[config.mk]
export PLATFORM = sky130hd
export DESIGN_NAME = measurement_display_ctrl
export DESIGN_NICKNAME = d
export VERILOG_FILES = /design/src/rtl/measurement_display_ctrl.sv
export SDC_FILE = /design/constraint.sdc
export NUM_CORES = 1
export LEC_CHECK = 0
export CORE_ASPECT_RATIO = 0.7
export CORE_MARGIN = 2
export CORE_UTILIZATION = 62
export CTS_CLUSTER_SIZE = 8
export DETAILED_ROUTE_END_ITERATION = 8
export HOLD_SLACK_MARGIN = 0.12
export PLACE_DENSITY_LB_ADDON = 0.12
export SLEW_MARGIN = 40
export SYNTH_ARGS = -nofsm -noshare
export SYNTH_HDL_FRONTEND = slang
export SYNTH_SLANG_ARGS = --single-unit
[constraint.sdc]
create_clock -name clk -period 4.9 [get_ports clk]
set_input_delay 0.98 -clock clk [delete_from_list [all_inputs] [get_ports clk]]
set_output_delay 0.98 -clock clk [all_outputs]
set_load 0.05 [all_outputs]
[src/rtl/measurement_display_ctrl.sv]
// measurement_display_ctrl
//
// Selects, holds, tracks the minimum of, or scans a set of sampled measurement
// channels and presents one registered value for display, with a low-value
// proximity alarm that has hysteresis and a consecutive-sample qualifier.
//
// Ports
//   clk           system clock, all state on the rising edge
//   reset_n       asynchronous active-low reset
//   ch_data       NUM_CH packed samples, channel i at [i*DATA_W +: DATA_W]
//   sample_strobe one-cycle pulse, ch_data valid
//   ch_sel        user channel select; out-of-range values select channel 0
//   mode          00 LIVE, 01 HOLD, 10 PEAK, 11 SCAN
//   capture       one-cycle button pulse (debounced upstream)
//   disp_data     registered display value
//   disp_ch       channel whose value is displayed
//   disp_valid    one-cycle pulse when disp_data was just loaded
//   state         current mode register, same encoding as mode
//   blank         PEAK with an empty (all-ones) min register for disp_ch
//   alarm         proximity alarm

module measurement_display_ctrl #(
  parameter int unsigned NUM_CH       = 4,
  parameter int unsigned DATA_W       = 13,
  parameter int unsigned SCAN_DIV     = 8,
  parameter int unsigned ALARM_THRESH = 500,
  parameter int unsigned ALARM_HYST   = 20,
  parameter int unsigned ALARM_COUNT  = 4,
  localparam int unsigned CH_W        = ($clog2(NUM_CH) > 0) ? $clog2(NUM_CH) : 1
) (
  input  logic                     clk,
  input  logic                     reset_n,
  input  logic [NUM_CH*DATA_W-1:0] ch_data,
  input  logic                     sample_strobe,
  input  logic [CH_W-1:0]          ch_sel,
  input  logic [1:0]               mode,
  input  logic                     capture,
  output logic [DATA_W-1:0]        disp_data,
  output logic [CH_W-1:0]          disp_ch,
  output logic                     disp_valid,
  output logic [1:0]               state,
  output logic                     blank,
  output logic                     alarm
);

  localparam int unsigned SC_W   = (SCAN_DIV > 1) ? $clog2(SCAN_DIV) : 1;
  localparam int unsigned ACNT_W = $clog2(ALARM_COUNT + 1);

  // Thresholds are held one bit wider than the data so THRESH + HYST never wraps.
  localparam logic [DATA_W:0] ThreshX = (DATA_W + 1)'(ALARM_THRESH);
  localparam logic [DATA_W:0] ClearX  = ThreshX + (DATA_W + 1)'(ALARM_HYST);

  typedef enum logic [1:0] {
    StLive = 2'b00,
    StHold = 2'b01,
    StPeak = 2'b10,
    StScan = 2'b11
  } state_e;

  state_e              state_q, state_d;
  logic [DATA_W-1:0]   disp_data_q, disp_data_d;
  logic [CH_W-1:0]     disp_ch_q, disp_ch_d;
  logic                disp_valid_q, disp_valid_d;
  logic [DATA_W-1:0]   min_q [NUM_CH];
  logic [DATA_W-1:0]   min_d [NUM_CH];
  logic [CH_W-1:0]     scan_idx_q, scan_idx_d;
  logic [SC_W-1:0]     scan_cnt_q, scan_cnt_d;
  logic                scan_pause_q, scan_pause_d;
  logic [ACNT_W-1:0]   acnt_q, acnt_d;
  logic                alarm_q, alarm_d;

  logic [DATA_W-1:0]   samples [NUM_CH];
  logic [CH_W-1:0]     sel;
  logic                entering;
  logic                cap_ok;
  logic [DATA_W:0]     alarm_val;

  // Unpack the sample bus once so every consumer indexes an array.
  always_comb begin
    for (int i = 0; i < NUM_CH; i++) begin
      samples[i] = ch_data[i*DATA_W +: DATA_W];
    end
  end

  assign sel = (32'(ch_sel) < NUM_CH) ? ch_sel : '0;

  always_comb begin
    state_d      = state_e'(mode);
    disp_data_d  = disp_data_q;
    disp_ch_d    = disp_ch_q;
    disp_valid_d = 1'b0;
    min_d        = min_q;
    scan_idx_d   = scan_idx_q;
    scan_cnt_d   = scan_cnt_q;
    scan_pause_d = scan_pause_q;
    acnt_d       = acnt_q;
    alarm_d      = alarm_q;

    // A mode change is in flight this cycle; the button is not trusted yet.
    entering = (state_d != state_q);
    cap_ok   = capture && !entering;

    // Minimum tracking runs on every strobe regardless of mode.
    if (sample_strobe) begin
      for (int i = 0; i < NUM_CH; i++) begin
        if (samples[i] < min_q[i]) begin
          min_d[i] = samples[i];
        end
      end
    end

    // Capture in PEAK wins over a coincident sample on the selected channel.
    if ((state_d == StPeak) && cap_ok) begin
      min_d[sel] = '1;
    end

    unique case (state_d)
      StLive: begin
        disp_ch_d = sel;
        if (sample_strobe) begin
          disp_data_d  = samples[sel];
          disp_valid_d = 1'b1;
        end
      end
      StHold: begin
        if (entering || cap_ok) begin
          disp_ch_d    = sel;
          disp_data_d  = samples[sel];
          disp_valid_d = 1'b1;
        end
      end
      StPeak: begin
        disp_ch_d = sel;
        if (sample_strobe && !cap_ok) begin
          disp_data_d  = min_d[sel];
          disp_valid_d = 1'b1;
        end
      end
      StScan: begin
        if (entering) begin
          scan_idx_d   = '0;
          scan_cnt_d   = '0;
          scan_pause_d = 1'b0;
          disp_ch_d    = '0;
        end else begin
          if (sample_strobe) begin
            // disp_ch follows the channel whose value was actually loaded.
            disp_ch_d    = scan_idx_q;
            disp_data_d  = samples[scan_idx_q];
            disp_valid_d = 1'b1;
            if (!scan_pause_q) begin
              if (scan_cnt_q == SC_W'(SCAN_DIV - 1)) begin
                scan_cnt_d = '0;
                scan_idx_d = (scan_idx_q == CH_W'(NUM_CH - 1)) ? '0 : scan_idx_q + 1'b1;
              end else begin
                scan_cnt_d = scan_cnt_q + 1'b1;
              end
            end
          end
          if (cap_ok) begin
            scan_pause_d = !scan_pause_q;
          end
        end
      end
      default: ;
    endcase

    // Alarm watches the channel on display as of this cycle; a channel switch
    // discards any accumulated evidence.
    alarm_val = {1'b0, samples[disp_ch_q]};
    if (disp_ch_d != disp_ch_q) begin
      acnt_d  = '0;
      alarm_d = 1'b0;
    end else if (sample_strobe) begin
      if (alarm_val < ThreshX) begin
        if (acnt_q < ACNT_W'(ALARM_COUNT)) begin
          acnt_d = acnt_q + 1'b1;
        end
        if (acnt_d >= ACNT_W'(ALARM_COUNT)) begin
          alarm_d = 1'b1;
        end
      end else begin
        acnt_d = '0;
        if (alarm_val >= ClearX) begin
          alarm_d = 1'b0;
        end
      end
    end
  end

  always_ff @(posedge clk or negedge reset_n) begin
    if (!reset_n) begin
      state_q      <= StLive;
      disp_data_q  <= '0;
      disp_ch_q    <= '0;
      disp_valid_q <= 1'b0;
      for (int i = 0; i < NUM_CH; i++) begin
        min_q[i] <= '1;
      end
      scan_idx_q   <= '0;
      scan_cnt_q   <= '0;
      scan_pause_q <= 1'b0;
      acnt_q       <= '0;
      alarm_q      <= 1'b0;
    end else begin
      state_q      <= state_d;
      disp_data_q  <= disp_data_d;
      disp_ch_q    <= disp_ch_d;
      disp_valid_q <= disp_valid_d;
      for (int i = 0; i < NUM_CH; i++) begin
        min_q[i] <= min_d[i];
      end
      scan_idx_q   <= scan_idx_d;
      scan_cnt_q   <= scan_cnt_d;
      scan_pause_q <= scan_pause_d;
      acnt_q       <= acnt_d;
      alarm_q      <= alarm_d;
    end
  end

  assign disp_data  = disp_data_q;
  assign disp_ch    = disp_ch_q;
  assign disp_valid = disp_valid_q;
  assign state      = state_q;
  assign alarm      = alarm_q;
  assign blank      = (state_q == StPeak) && (min_q[disp_ch_q] == '1);

endmodule

=== Word-level counts from Yosys, hierarchy flattened ===
Cells that the tools add are included.

* Register bits: 80
* Bits in latches: 0
* Memory bits (writable): 0
* ROM bits: 0
* Output and inout bits: 20
* Memories kept: 0

* $add $sub $neg: 3
* Multipliers: 0
* Div/mod/pow operators: 0
* $lt $le $gt $ge: 12
* Equal/unequal tests: 16
* Shifts and indexed selects: 0
* Muxes and demuxes: 61
* Bitwise operators: 4
* Reductions and logical operators: 21

{| class="wikitable"
|+ Operators with widths
! kind !! number
|-
| 13-bit 2-to-1 mux || 20
|-
| 13-bit binary-select mux with 2-bit select || 5
|-
| 52-bit 2-to-1 mux || 2
|-
| 13-bit less-than comparator || 4
|-
| 52-bit bitwise OR || 1
|-
| 13-bit case mux with 4 select lines || 1
|-
| 3-bit 2-to-1 mux || 11
|-
| 13-bit demux with 2-bit select || 1
|-
| 2-bit 2-to-1 mux || 8
|-
| 13-bit equality test (second input constant) || 1
|-
| 13-bit by 10-bit greater-or-equal comparator with 1-bit output (second input constant) || 1
|-
| 13-bit by 9-bit less-than comparator with 1-bit output (second input constant) || 1
|-
| 3-bit greater-or-equal comparator (second input constant) || 4
|-
| 1-bit 2-to-1 mux || 11
|-
| 2-bit NOT with 3-bit output || 3
|-
| 2-bit equality test (second input constant) || 4
|-
| 2-bit != test (second input constant) || 4
|-
| 2-bit nonzero test || 4
|-
| 3-bit by 1-bit adder with 3-bit output (second input constant) || 2
|-
| 2-bit case mux with 3 select lines || 1
|-
| 3-bit AND reduction || 2
|-
| 1-bit logical AND || 5
|-
| 5-bit AND reduction || 1
|-
| 2-bit by 1-bit != test with 1-bit output (second input constant) || 2
|-
| 15 further kinds || 18
|}

=== Longest topological paths before layout ===
Gate-level depths: netlist of run 1.

* Word-level depth: 13
* Depth in mapped cells: 11
* Gate-level depth less buffers: 9

=== Worst setup path before layout of run 1 ===
Ideal clock, no wire load.

* Kind: register to output
* Start point: register disp_ch_q[0] (netlist: disp_ch[0])
* End point: output blank
* Data arrival time: 3047 ps
* Setup slack: 873 ps
* Cell stages (with the launch flop): 8
* Cells stage by stage: dfrtp_1 > buf_6 > buf_8 > inv_1 > nand4_1 > nor4_1 > nor3_1 > nor4b_1

* Longest elaborated chain between the ends: 6

{| class="wikitable"
|+ RTL lines
! element !! RTL line !! RTL
|-
| start: declaration || 62 || <nowiki>logic [CH_W-1:0] disp_ch_q, disp_ch_d;</nowiki>
|-
| start signal: assignment || 208 || <nowiki>disp_ch_q <= disp_ch_d;</nowiki>
|-
| 2-bit NOT with 3-bit output (not written as such) || 226 || <nowiki>assign blank = (state_q == StPeak) && (min_q[disp_ch_q] == '1);</nowiki>
|-
| 13-bit binary-select mux with 2-bit select || 226 ||
|-
| 13-bit 2-to-1 mux (not written as such) (2 in series) || 226 ||
|-
| 13-bit equality test || 226 ||
|-
| 1-bit logical AND || 226 ||
|-
| end: declaration || 42 || <nowiki>output logic blank,</nowiki>
|}

Every way passes these cells. The select of a mux whose other input is x is not followed.

=== Worst setup path in the final report of run 1 ===
Ends and elaborated chain as after synthesis.

==> summary by stage, run 1 <==
STA
The number of slew-limit violations in the final report is 0. Setup repair after global routing left no endpoint under its margin. The setup violation total in the final timing report is 0. After layout, the minimum clock period comes to 4100 ps.

The final worst clock skew is 6.40 ps. The final worst-path cycle share is 0.837. The transition at the pin with the smallest max-transition slack is 859 ps. After routing, the total negative slack on setup checks comes to 0 ps.

The timing-limited maximum frequency is 244 MHz. Headroom to the max-slew limit came out at 0.426. The hold violation total from the final report is 0.

Run
Max-cap violations in this run came to 0.

Setup path
Traced cell by cell, the critical path runs through inv_1, nand4_1, nor4_1, nor3_1, nor4b_1, clkdlybuf4s50_1. The arrival time of data at the critical path endpoint is 3120 ps. In this run the critical register-to-register path is captured at disp_data[5]$_DFFE_PN0P_. The startpoint class of the critical path is a register. The required time at the endpoint of the critical path is 3920 ps. The critical path contains buffers and inverters numbering 2 combined. The largest single stage delay on the critical path is 870 ps.

The logic depth of the worst register-to-register path is 10. The cell family contributing the most delay on the critical path is simple AND/OR/NAND/NOR gates. The start point of the critical path is disp_ch[0]$_DFF_PN0_.

In this run the number of cells on the critical path is 6. The critical path is of the reg2out type. The standard cell with the maximum stage delay on the critical path is sky130_fd_sc_hd__clkdlybuf4s50_1. For flop-to-flop paths, the worst setup slack is 1820 ps. The type of element capturing the critical path is a primary output. The maximum fanout encountered on the critical timing path is 4. In this run the critical register-to-register path is launched from min_q[27]$_DFF_PN1_.

Cells and area
The count of nets after finishing is 854. Of the cells placed in the final design, the portion with a size suffix greater than 1 is 0.185. The number of antenna diodes in the final layout is 0. The area growth from synthesis to layout is 18.2%. Once layout is complete, the utilization of the core stands at 0.747.

Drt
The remaining routing DRC violations is 0. The number of vias per cell is 7.15. The iteration-0 DRC count of the detailed router is 772. The count of TritonRoute iterations in the first routing pass is 6.

The detail-routed net length per standard cell is 24.5 um. The number of antenna-violating nets in the routed design is 0. After detailed routing, the total wire length is 21,500 um. The total number of vias is 6,281.

Clock tree
The number of buffers inserted to repair setup after CTS is 0. After clock tree synthesis, the clock-pin slew on the worst setup and hold paths is 60 ps. The number of H-tree branching levels is 3. The number of buffers between clock root and the deepest sink is 2.

The master cell of the clock root buffer is sky130_fd_sc_hd__clkbuf_16. The later pin in the worst-skew pair is clocked with a latency of 340 ps. The clock drives 80 sinks. The number of clock buffers added by TritonCTS is 9. The number of gates resized after CTS is 0. TritonCTS built the clock tree. For this design, the CTS-stage hold fixing added 0 buffers.

Power
The worst-case IR drop observed on VDD is 0.311 mV. Summed over all cells, the static leakage comes to 3.21 nW. For this design the ratio of total power to cell area is 479 mW/mm^2.

Floorplan
The floorplan step defined a die boundary enclosing 0.0113 mm^2. The number of top-level pins is 80. The floorplan has 31 rows. The floorplan step defined a core boundary enclosing 0.0103 mm^2. The initial core utilization is 0.632. From left edge to right edge, the die measures 126 um. The vertical extent of the die is 89.6 um.

Global route
The number of global-route vias before repair is 5,974. The met2 usage in global routing is 0.567. The global routing stage identified its most utilized layer as met2. The global route total overflow is 0. Entering global routing, the biggest net connects 49 pins.

The initial antenna violation count is 0. The global-route wire length before repair is 32,400 um. For met3 alone, demand over resource in global routing was 0.119. For met1 alone, demand over resource in global routing was 0.520. For this run, the total global-route usage over all layers was measured as 0.381.

Logic synthesis
The number of nets produced by synthesis is 793. The mean area per synthesized cell is 9.53 um^2. The fraction of synthesis flops using an asynchronous set or reset pin is 1.00.

For this run, the number of Yosys warnings is 0. The number of unique standard cell types used by synthesis is 59. Of the synthesized area, sequential elements account for 0.318.

Synthesis produced a netlist whose cell count is 681. The number of flops mapped to enable cells by yosys is 0. In this run, synthesis produced a sequential element count of 80. The dominant register cell in the synthesized netlist is sky130_fd_sc_hd__dfstp_2.

In this run the cell area of the synthesized design comes to 0.00649 mm^2.

Placement
Detailed placement ended at an HPWL of 16,100 um. The congestion estimate from routability-driven global placement came to 1.02. The number of buffers inserted by port buffering is 79.

Min path
The path with the worst hold slack has its endpoint at scan_cnt_q[2]$_DFFE_PN0P_. The startpoint identified for the worst hold timing path is scan_cnt_q[2]$_DFFE_PN0P_. The number of cells on the worst hold path is 2. The path class of the lowest-slack min-delay path is reg2reg.

Run status
The flow ran to the end, and the final reports show no timing, DRC or antenna violations.
-- metal layers --
metal / part of all wire / up-vias
li1: - / 2704
met1: 0.41 / 2975
met2: 0.42 / 519
met3: 0.13 / 83
met4: 0.041 / 0
met5: 0 / -
-- layout by cell type (no fill, tap or decap), types with 12 or more instances in the layout --
master                             n
sky130_fd_sc_hd__nor3_1           20
sky130_fd_sc_hd__mux2i_1          30
sky130_fd_sc_hd__a22oi_1          14
sky130_fd_sc_hd__mux4_2           28
sky130_fd_sc_hd__dfstp_2          52
sky130_fd_sc_hd__nand2_1          89
sky130_fd_sc_hd__dfrtp_1          26
sky130_fd_sc_hd__clkdlybuf4s50_1  78
sky130_fd_sc_hd__o21ai_0          16
sky130_fd_sc_hd__inv_1            55
sky130_fd_sc_hd__nor2_1           27
sky130_fd_sc_hd__a31o_2           12
sky130_fd_sc_hd__a21oi_1          46
sky130_fd_sc_hd__buf_4            17
sky130_fd_sc_hd__o211ai_1         25
sky130_fd_sc_hd__a211o_1          13
sky130_fd_sc_hd__ha_1             52
sky130_fd_sc_hd__o31ai_1          14
sky130_fd_sc_hd__nand4_1          21
sky130_fd_sc_hd__a211oi_1         17
-- Yosys cell counts (2+ instances only) --
cell	n	area, um^2
sky130_fd_sc_hd__o31ai_1	14	105
sky130_fd_sc_hd__nor4_1	7	43.8
sky130_fd_sc_hd__a32o_1	2	20.0
sky130_fd_sc_hd__a22o_1	3	26.3
sky130_fd_sc_hd__o21ai_0	16	80.1
sky130_fd_sc_hd__dfstp_2	52	1370
sky130_fd_sc_hd__xnor2_1	2	17.5
sky130_fd_sc_hd__nand2_1	89	334
sky130_fd_sc_hd__o21a_1	4	30.0
sky130_fd_sc_hd__nor3_1	20	100
sky130_fd_sc_hd__a211o_1	13	114
sky130_fd_sc_hd__a31oi_1	2	12.5
sky130_fd_sc_hd__nand3_1	7	35.0
sky130_fd_sc_hd__mux4_1	6	158
sky130_fd_sc_hd__mux4_2	28	631
sky130_fd_sc_hd__clkbuf_1	24	90.1
sky130_fd_sc_hd__and2_1	3	18.8
sky130_fd_sc_hd__a211oi_1	17	128
sky130_fd_sc_hd__o221ai_1	2	17.5
sky130_fd_sc_hd__a31o_2	12	105
sky130_fd_sc_hd__a21oi_1	46	230
sky130_fd_sc_hd__nor3b_2	2	25.0
sky130_fd_sc_hd__a22oi_1	14	105
sky130_fd_sc_hd__inv_1	55	206
sky130_fd_sc_hd__a21o_1	6	45.0
sky130_fd_sc_hd__dfrtp_1	28	701
sky130_fd_sc_hd__nand3b_1	2	15.0
sky130_fd_sc_hd__or3_1	3	18.8
sky130_fd_sc_hd__nor2_1	28	105
sky130_fd_sc_hd__mux2i_1	30	300
sky130_fd_sc_hd__nand2b_1	3	18.8
sky130_fd_sc_hd__nor2b_1	2	12.5
sky130_fd_sc_hd__buf_2	13	65.1
sky130_fd_sc_hd__ha_1	52	651
sky130_fd_sc_hd__buf_6	3	33.8
sky130_fd_sc_hd__buf_1	3	11.3
sky130_fd_sc_hd__nand4_1	21	131
sky130_fd_sc_hd__o2111ai_1	2	17.5
sky130_fd_sc_hd__o211ai_1	25	188
-- worst register-to-register path, cell delays in order (launching register included) --
cell and delay, ps:
sky130_fd_sc_hd__dfstp_2 540, sky130_fd_sc_hd__inv_1 80, sky130_fd_sc_hd__ha_1 280, sky130_fd_sc_hd__a21oi_1 50, sky130_fd_sc_hd__o21ai_0 450, sky130_fd_sc_hd__a21oi_1 150
sky130_fd_sc_hd__buf_4 220, sky130_fd_sc_hd__and2_1 330, sky130_fd_sc_hd__buf_4 300, sky130_fd_sc_hd__a211o_1 330, sky130_fd_sc_hd__a31o_2 240
-- registers in the layout, indices dropped and copies added, names as in the netlist --
| name | flops |
|---|---|
| acnt_q | 3 |
| min_q | 52 |
| disp_ch | 2 |
| disp_valid | 1 |
| alarm | 1 |
| scan_pause_q | 1 |
| state | 2 |
| disp_data | 13 |
| scan_idx_q | 2 |
| scan_cnt_q | 3 |
-- report_power, final --
part	leakage [nW]	total [mW]	switching [mW]	internal, mW
registers	0.889	1.29	0.217	1.07
logic	2.17	1.66	1.01	0.655
clock network	0.156	0.723	0.278	0.445
-- final cells by class --
type	instances	area [um^2]
Inverter	56	210
Fill cell	724	2600
Clock inverter	6	83.8
Timing Repair Buffer	95	908
Multi-Input combinational cell	500	4010
Sequential cell	80	2070
Tap cell	132	165
Clock buffer	10	229
-- how the worst max path moves through the flow --
stage / end / slack, ps
after global placement: disp_data[10]$_DFFE_PN0P_ / 980
after CTS: blank / 850
after detailed placement: disp_data[9]$_DFFE_PN0P_ / 920
final: blank / 800
after floorplan: blank / 870
after global routing: blank / 740
-- cell families after synthesis --
logic type | Yosys count | share of synthesized area
AO/OA/AOI/OAI | 186 | 0.201
multiplexers | 64 | 0.168
adder cells (fa/ha/maj) | 52 | 0.100
AND/OR/NAND/NOR | 196 | 0.144
buffers and inverters | 101 | 0.0667
flip-flops | 80 | 0.318
XOR/XNOR | 2 | 0.00270
-- per-stage QoR --
stage	cell area, um^2	hold slack, ps	instances	setup WS [ps]	power [mW]
floorplan	6490	454	681	873	2.35
global placement	7360	469	863	979	2.80
detailed placement	7360	492	863	923	2.89
CTS	7670	506	879	847	3.63
global route	7680	528	879	741	3.87
finish	7680	507	879	800	3.67
(Power assumes the default switching activity.)
==> inputs of run 2 (changes only) <==
CORE_UTILIZATION = 52   (was 62)
clock period = 3.7 ns   (was 4.9 ns; I/O delays follow)
==> run 2 against run 1 <==
  * Sequential share of layout area down 1.0 points
  * Worst setup slack lost 440 ps
  * Clock-buffer cell count grew 3
  * Power up 35%
  * Utilization down 9.9 points
  * First-iteration DRC count decreased by 16%
  * Largest cell class unchanged
==> summary by stage, run 2 (synthesized netlist as in run 1, its figures left out) <==
Placement
The worst-case setup slack after placement is 152 ps (-771 ps). The cell count after placement is 920 (+6.6%). The number of buffers inserted by port buffering is 79 (unchanged). The last weighted congestion value of the routability-driven placer is 0.959 (-6.0%). The instance area at placement came to 0.00763 mm^2 (+3.6%). The total half-perimeter wirelength after legalization and detailed placement was 16,800 um (+4.3%).

Setup path
The category of the most critical setup path is in2reg. The logic depth of the worst register-to-register path is 9 (-1). The worst setup path is captured at a register. The maximum fanout encountered on the critical timing path is 5 (+1). Walking the worst path, the cells encountered are clkdlybuf4s50_1, ha_1, or3b_1, o2111ai_1, a2111oi_1, or2_0, buf_4, o31ai_1, a211o_1, o31ai_1. The worst flop-to-flop path startpoint is min_q[51]$_DFF_PN1_. The required time at the endpoint of the critical path is 3930 ps (about the same). The arrival time of data at the critical path endpoint is 3570 ps (+450 ps).

Among all stages on the critical path, the largest delay is contributed by sky130_fd_sc_hd__clkdlybuf4s50_1. The most prevalent standard cell on the critical path is sky130_fd_sc_hd__o31ai_1. The cell family contributing the most delay on the critical path is compound AO/OA/AOI/OAI gates. The register-to-register setup slack is 850 ps (-970 ps). The sum of buffers and inverters on the critical path came to 2 (unchanged). The delay of the slowest critical-path stage is 760 ps (-110 ps). The worst setup path is launched from an input port.

The endpoint identified for the worst register-to-register timing path is disp_data[1]$_DFFE_PN0P_.

Drt
The remaining routing DRC violations is 0 (unchanged). The detail-routed net length per standard cell is 23.3 um (-4.7%). The count of TritonRoute iterations in the first routing pass came to 5 (-1). The number of vias per cell is 6.56 (-8.2%). The total number of vias is 6,141 (-2.2%). The iteration-0 DRC count of the detailed router was 645 (-16%).

The total wire length is 21,800 um (+1.5%). The number of antenna-violating nets in the routed design is 0 (unchanged).

Cells and area
The number of antenna repair diodes is 0 (unchanged). The non-filler instance count after layout is 936 (+6.5%). The count of nets after finishing came to 881 (+3.2%). The number of flip-flops in the largest register is 52 (unchanged). The share of final-layout standard cells stronger than drive strength 1 is 0.211 (+0.0259). The final cell utilization of the core was 0.648 (-0.0985). The library cells used most frequently in the layout, excluding fill and tap cells, are 89 x sky130_fd_sc_hd__nand2_1, 77 x sky130_fd_sc_hd__clkdlybuf4s50_1, 55 x sky130_fd_sc_hd__inv_1. From synthesis to final layout, the design area changed by 22.8%. The library cell used most frequently in the layout, excluding fill and tap cells, is sky130_fd_sc_hd__nand2_1. The number of filler instances in the final layout was 1,030 (+42%). More flip-flops sit in one register than any other, and that register is min_q. The design area was 0.00797 mm^2 (+3.8%).

Global route
The all-layer global routing usage is 0.340 (-0.0405). The global route total overflow is 0 (unchanged). The number of global-route vias before repair came to 6,091 (+2.0%).

The global-route wire length before repair is 34,100 um (+5.0%). The initial antenna violation count came to 0 (unchanged). The pin count of the biggest net entering global routing is 52 (+6.1%).

Power
The cell internal power dissipation is 3.01 mW (+39%). The relative contribution of the clock network to total power is 0.214 (+0.017). The leakage power figure is 3.36 nW (+4.7%). The net switching power came to 1.96 mW (+30%). The largest voltage drop on the vdd net is 0.401 mV (+29%). The sequential share of power is 0.345 (-0.005). The cell area power density is 623 mW/mm^2 (+30%). The part of the total power dissipated in combinational logic is 0.441 (-0.012). The fraction of power spent switching nets is 0.395 (-0.0147).

The power after layout is 4.97 mW (+35%).

Floorplan
The die area is 0.0134 mm^2 (+18%). The number of rows created at floorplan is 34 (+9.7%). The die outline width is 138 um (+8.9%). The total core area came to 0.0123 mm^2 (+20%).

The vertical extent of the die is 97.5 um (+8.8%). The initial core utilization is 0.528 (-0.104). The number of top-level pins is 80 (unchanged).

Clock tree
The clock latency of the later-clocked register in the worst-skew pair is 350 ps (about the same). The master cell of the clock root buffer is sky130_fd_sc_hd__clkbuf_16. The clock sink total is 80 (unchanged).

TritonCTS built the clock tree. The quantity of hold-fixing buffers added after cts is 0 (unchanged). The number of buffers between clock root and the deepest sink came to 2 (unchanged).

The number of H-tree branching levels is 3 (unchanged). The clock-pin slew reported for the worst setup and hold paths after clock tree synthesis is 60 ps (about the same). The number of CTS-inserted buffers is 9 (unchanged). The number of buffers inserted to repair setup after CTS was 0 (unchanged). The number of gates resized after CTS is 0 (unchanged).

STA
The hold violation total from the final report is 0 (unchanged). The worst path setup slack after routing is 360 ps (-440 ps). The transition at the pin with the smallest max-transition slack is 722 ps (-137 ps). Based on the critical path, the design can be clocked at up to 299 MHz. Setup repair after global routing left no endpoint under its margin. The worst hold slack is 448 ps (-59.5 ps). The final setup TNS is 0 ps (unchanged). The final period demand of the worst path is 3340 ps. The remaining max-slew budget at the tightest pin is 0.519 (+0.0926). The setup violation total in the final timing report was 0 (unchanged). The number of slew-limit violations in the final report is 0 (unchanged). The final worst-path cycle share is 0.903.

The final worst clock skew is 8.36 ps (+1.96 ps).

Min path
The path class of the lowest-slack min-delay path is in2async.

Run status
The run finished with clean final reports.

Run
The number of max-capacitance violations reported is 0 (unchanged).
==> run 2: worst max-delay path by stage <==
stage | from | to | cells after the start
final | ch_data[1] | disp_data[1]$_DFFE_PN0P_ | 10
after global routing | ch_data[1] | disp_data[1]$_DFFE_PN0P_ | 10
after CTS | ch_data[1] | disp_data[1]$_DFFE_PN0P_ | 10
after detailed placement | ch_data[1] | disp_data[1]$_DFFE_PN0P_ | 10
after global placement | ch_data[1] | disp_data[5]$_DFFE_PN0P_ | 10
after floorplan | disp_ch[0]$_DFF_PN0_ | blank | 7
==> run 2: layout make-up <==
cell class	instances	area, um^2	area share
tap	162	203	0.0254
inverter	56	210	0.0264
clock inverter	3	90.1	0.0113
timing repair buffer	122	1130	0.142
sequential	80	2070	0.259
clock buffer	13	250	0.0314
multi-input combinational	500	4020	0.504
==> run 2: power by group through the flow <==
stage	Combinational (mW)	Clock, mW	Sequential, mW
2_1_floorplan	1.40	0	1.71
3_3_place_gp	2.08	0	1.71
3_5_place_dp	2.14	0	1.71
4_1_cts	2.16	1.07	1.70
5_1_grt	2.43	1.11	1.75
6_report	2.19	1.06	1.72
==> run 2: layer usage <==
layer / GRT usage / vias up / wire [um]
met5: 0 / - / 0
met3: 0.0736 / 31 / 2050
met4: 0.0960 / 0 / 475
met2: 0.498 / 342 / 9490
met1: 0.506 / 3025 / 9810
li1: - / 2743 / -
==> inputs of run 3 (changes only) <==
ABC_CLOCK_PERIOD_IN_PS = 3700   (was default)
CORE_UTILIZATION = 40   (was 52)
==> run 3 against run 2 <==
  * Fmax increased by 0.40%
  * Die area increased by 29%
  * Sequential share of layout area increased by 0.16 points
  * Clock-buffer cell count unchanged
  * Routed wire length increased by 3.1%
  * Sequential power about the same
  * Sequential cell count unchanged
  * Largest power group unchanged
  * Critical endpoint is now blank
  * Register-to-register slack about the same
  * Non-clock buffer count decreased by 7
  * Worst setup slack improved by 13 ps
  * Clock skew about the same
  * Utilization decreased by 14 points
  * Highest routed layer unchanged
==> summary by stage, run 3 (synthesized netlist as in run 1, its figures left out) <==
Floorplan
The initial core utilization is 0.414 (-0.114). The die outline width came to 156 um (+14%). The number of top-level pins is 80 (unchanged). The vertical extent of the die is 111 um (+13%). The die area was 0.0173 mm^2 (+29%).

The number of rows created at floorplan is 38 (+12%). The total core area is 0.0157 mm^2 (+28%).

Power
The cell internal power dissipation came to 2.83 mW (-5.8%). The net switching power is 1.96 mW (-0.34%). The relative contribution of the clock network to total power was 0.184 (-0.030). The cell area power density is 604 mW/mm^2 (-3.1%). The leakage power figure is 3.31 nW (-1.5%). The part of the total power dissipated in combinational logic is 0.459 (+0.018).

The largest voltage drop on the vdd net is 0.259 mV (-35%). The sequential share of power was 0.357 (+0.012). The fraction of power spent switching nets was 0.408 (+0.0136).

Cells and area
Leaving out fill and tap cells, the most frequent cells in the layout are 89 x sky130_fd_sc_hd__nand2_1, 77 x sky130_fd_sc_hd__clkdlybuf4s50_1, 55 x sky130_fd_sc_hd__inv_1. The count of nets after finishing is 874 (-0.79%). The final cell utilization of the core is 0.505 (-0.143).

The area growth from synthesis to layout is 22.1%. The number of antenna repair diodes is 0 (unchanged). The share of final-layout standard cells stronger than drive strength 1 is 0.207 (-0.00329). The register bank with the most flops is min_q. The design area was 0.00793 mm^2 (-0.53%).

The number of flip-flops in the largest register is 52 (unchanged). The number of filler instances in the final layout came to 1,447 (+40%). The most common library cell in the layout ignoring fill and taps is sky130_fd_sc_hd__nand2_1.

STA
The hold violation total from the final report came to 0 (unchanged). The transition at the pin with the smallest max-transition slack is 714 ps (-7.79 ps). The timing-limited maximum frequency is 301 MHz (+0.40%).

The final worst-path cycle share is 0.899 (-0.00360). The final setup TNS is 0 ps (unchanged). The final period demand of the worst path is 3330 ps (-13.3 ps). Setup repair after global routing left no endpoint under its margin.

The setup violation total in the final timing report came to 0 (unchanged). The remaining max-slew budget at the tightest pin is 0.524 (+0.00519). The number of slew-limit violations in the final report was 0 (unchanged). The final worst clock skew is 8.50 ps (+0.135 ps).

Global route
The number of global-route vias before repair was 6,182 (+1.5%). The met2 usage in global routing is 0.387 (-0.111). The pin count of the biggest net entering global routing came to 74 (+42%). The all-layer global routing usage is 0.269 (-0.0706). The met1 global-route usage is 0.383 (-0.123). The initial antenna violation count is 0 (unchanged). The global route total overflow is 0 (unchanged). The layer flagged by global routing as most heavily used is met2. The met3 track demand over resource in global routing is 0.0730 (-0.000554). The global-route wire length before repair is 35,400 um (+3.8%).

Placement
The total half-perimeter wirelength after legalization and detailed placement is 17,300 um (+3.2%). The last weighted congestion value of the routability-driven placer came to 0.959 (unchanged). The number of buffers inserted by port buffering is 79 (unchanged). The instance area at placement came to 0.00764 mm^2 (+0.18%).

Setup path
The maximum fanout encountered on the critical timing path is 10 (+5). The delay of the slowest critical-path stage is 610 ps (-150 ps). The critical path goes through inv_1, nand4_1, nor4_1, nor3_1, nor4b_2, buf_4. The endpoint identified for the worst register-to-register timing path is disp_data[4]$_DFFE_PN0P_. The arrival time of data at the critical path endpoint is 2590 ps (-980 ps). The worst setup path is of the reg2out kind. The worst register-to-register path begins at min_q[51]$_DFF_PN1_. Among cell families on the critical path, the largest total delay comes from simple AND/OR/NAND/NOR gates. The standard cell with the maximum stage delay on the critical path is sky130_fd_sc_hd__dfrtp_1. The register-to-register setup slack is 850 ps (about the same). The sum of buffers and inverters on the critical path is 2 (unchanged). STA classifies the critical path endpoint as a primary output. The startpoint class of the critical path is a register. The required time at the endpoint of the critical path is 2960 ps (-970 ps).

The logic depth of the worst register-to-register path is 9 (unchanged).

Drt
The iteration-0 DRC count of the detailed router is 453 (-30%). The number of antenna-violating nets in the routed design was 0 (unchanged). The count of TritonRoute iterations in the first routing pass came to 5 (unchanged). The number of vias per cell is 6.24 (-5.0%). The detail-routed net length per standard cell is 23.3 um (-0.18%). The remaining routing DRC violations came to 0 (unchanged). The total wire length was 22,500 um (+3.1%). The total number of vias is 6,030 (-1.8%).

Clock tree
The number of buffers inserted to repair setup after CTS is 0 (unchanged). The TritonCTS clock tree is yes. The clock sink total is 80 (unchanged). The clock latency of the later-clocked register in the worst-skew pair came to 350 ps (about the same). The number of CTS-inserted buffers is 9 (unchanged). The quantity of hold-fixing buffers added after cts is 0 (unchanged). The clock-pin slew reported for the worst setup and hold paths after clock tree synthesis is 60 ps (about the same). The number of H-tree branching levels is 3 (unchanged). The number of buffers between clock root and the deepest sink is 2 (unchanged). The master cell of the clock root buffer is sky130_fd_sc_hd__clkbuf_16. The number of gates resized after CTS is 0 (unchanged).

Min path
The tightest min-delay check is of the in2async type.

Run
The number of max-capacitance violations reported was 0 (unchanged).

Run status
The flow ran to the end, and the final reports show no timing, DRC or antenna violations.
-- run 3: layout make-up --
class | instances | area (um^2) | share of cell area
multi-input cells | 500 | 4020 | 0.506
flip-flops and latches | 80 | 2070 | 0.261
clock buffers | 13 | 270 | 0.0341
repair buffers | 115 | 1100 | 0.138
clock inverters | 3 | 15.0 | 0.00189
inverters | 56 | 210 | 0.0265
well taps | 200 | 250 | 0.0316
-- run 3: metal layers --
layer  routed length [um]  part of all wire  vias to the layer above
met3                 2480              0.11                       52
met1                 9720              0.43                     2922
li1                     -                 -                     2726
met4                  773             0.034                        0
met2                 9540              0.42                      330
met5                    0                 0                        -
-- run 3: per-stage QoR --
| stage | power [mW] | worst slack (ps) | cells | hold WS [ps] |
|---|---|---|---|---|
| after floorplan | 3.11 | 595 | 681 | 444 |
| after CTS | 4.79 | 364 | 967 | 458 |
| after global routing | 5.14 | 270 | 967 | 482 |
| final | 4.79 | 373 | 967 | 438 |
| after detailed placement | 3.88 | 316 | 951 | 481 |
| after global placement | 3.82 | 329 | 951 | 471 |
-- run 3: how the worst max path moves through the flow --
stage | from | end | depth (start not counted)
after global routing | disp_ch[0]$_DFF_PN0_ | blank | 6
after CTS | disp_ch[0]$_DFF_PN0_ | blank | 6
after detailed placement | ch_data[28] | disp_data[9]$_DFFE_PN0P_ | 10
after floorplan | disp_ch[0]$_DFF_PN0_ | blank | 7
after global placement | ch_data[4] | disp_data[1]$_DFFE_PN0P_ | 9
final | disp_ch[0]$_DFF_PN0_ | blank | 6
-- run 3: power groups by stage --
stage,Clock [mW],Combinational (mW),Sequential [mW]
global placement,0,2.11,1.71
CTS,0.901,2.18,1.70
global route,0.932,2.46,1.75
floorplan,0,1.40,1.71
finish,0.881,2.20,1.71
detailed placement,0,2.17,1.71
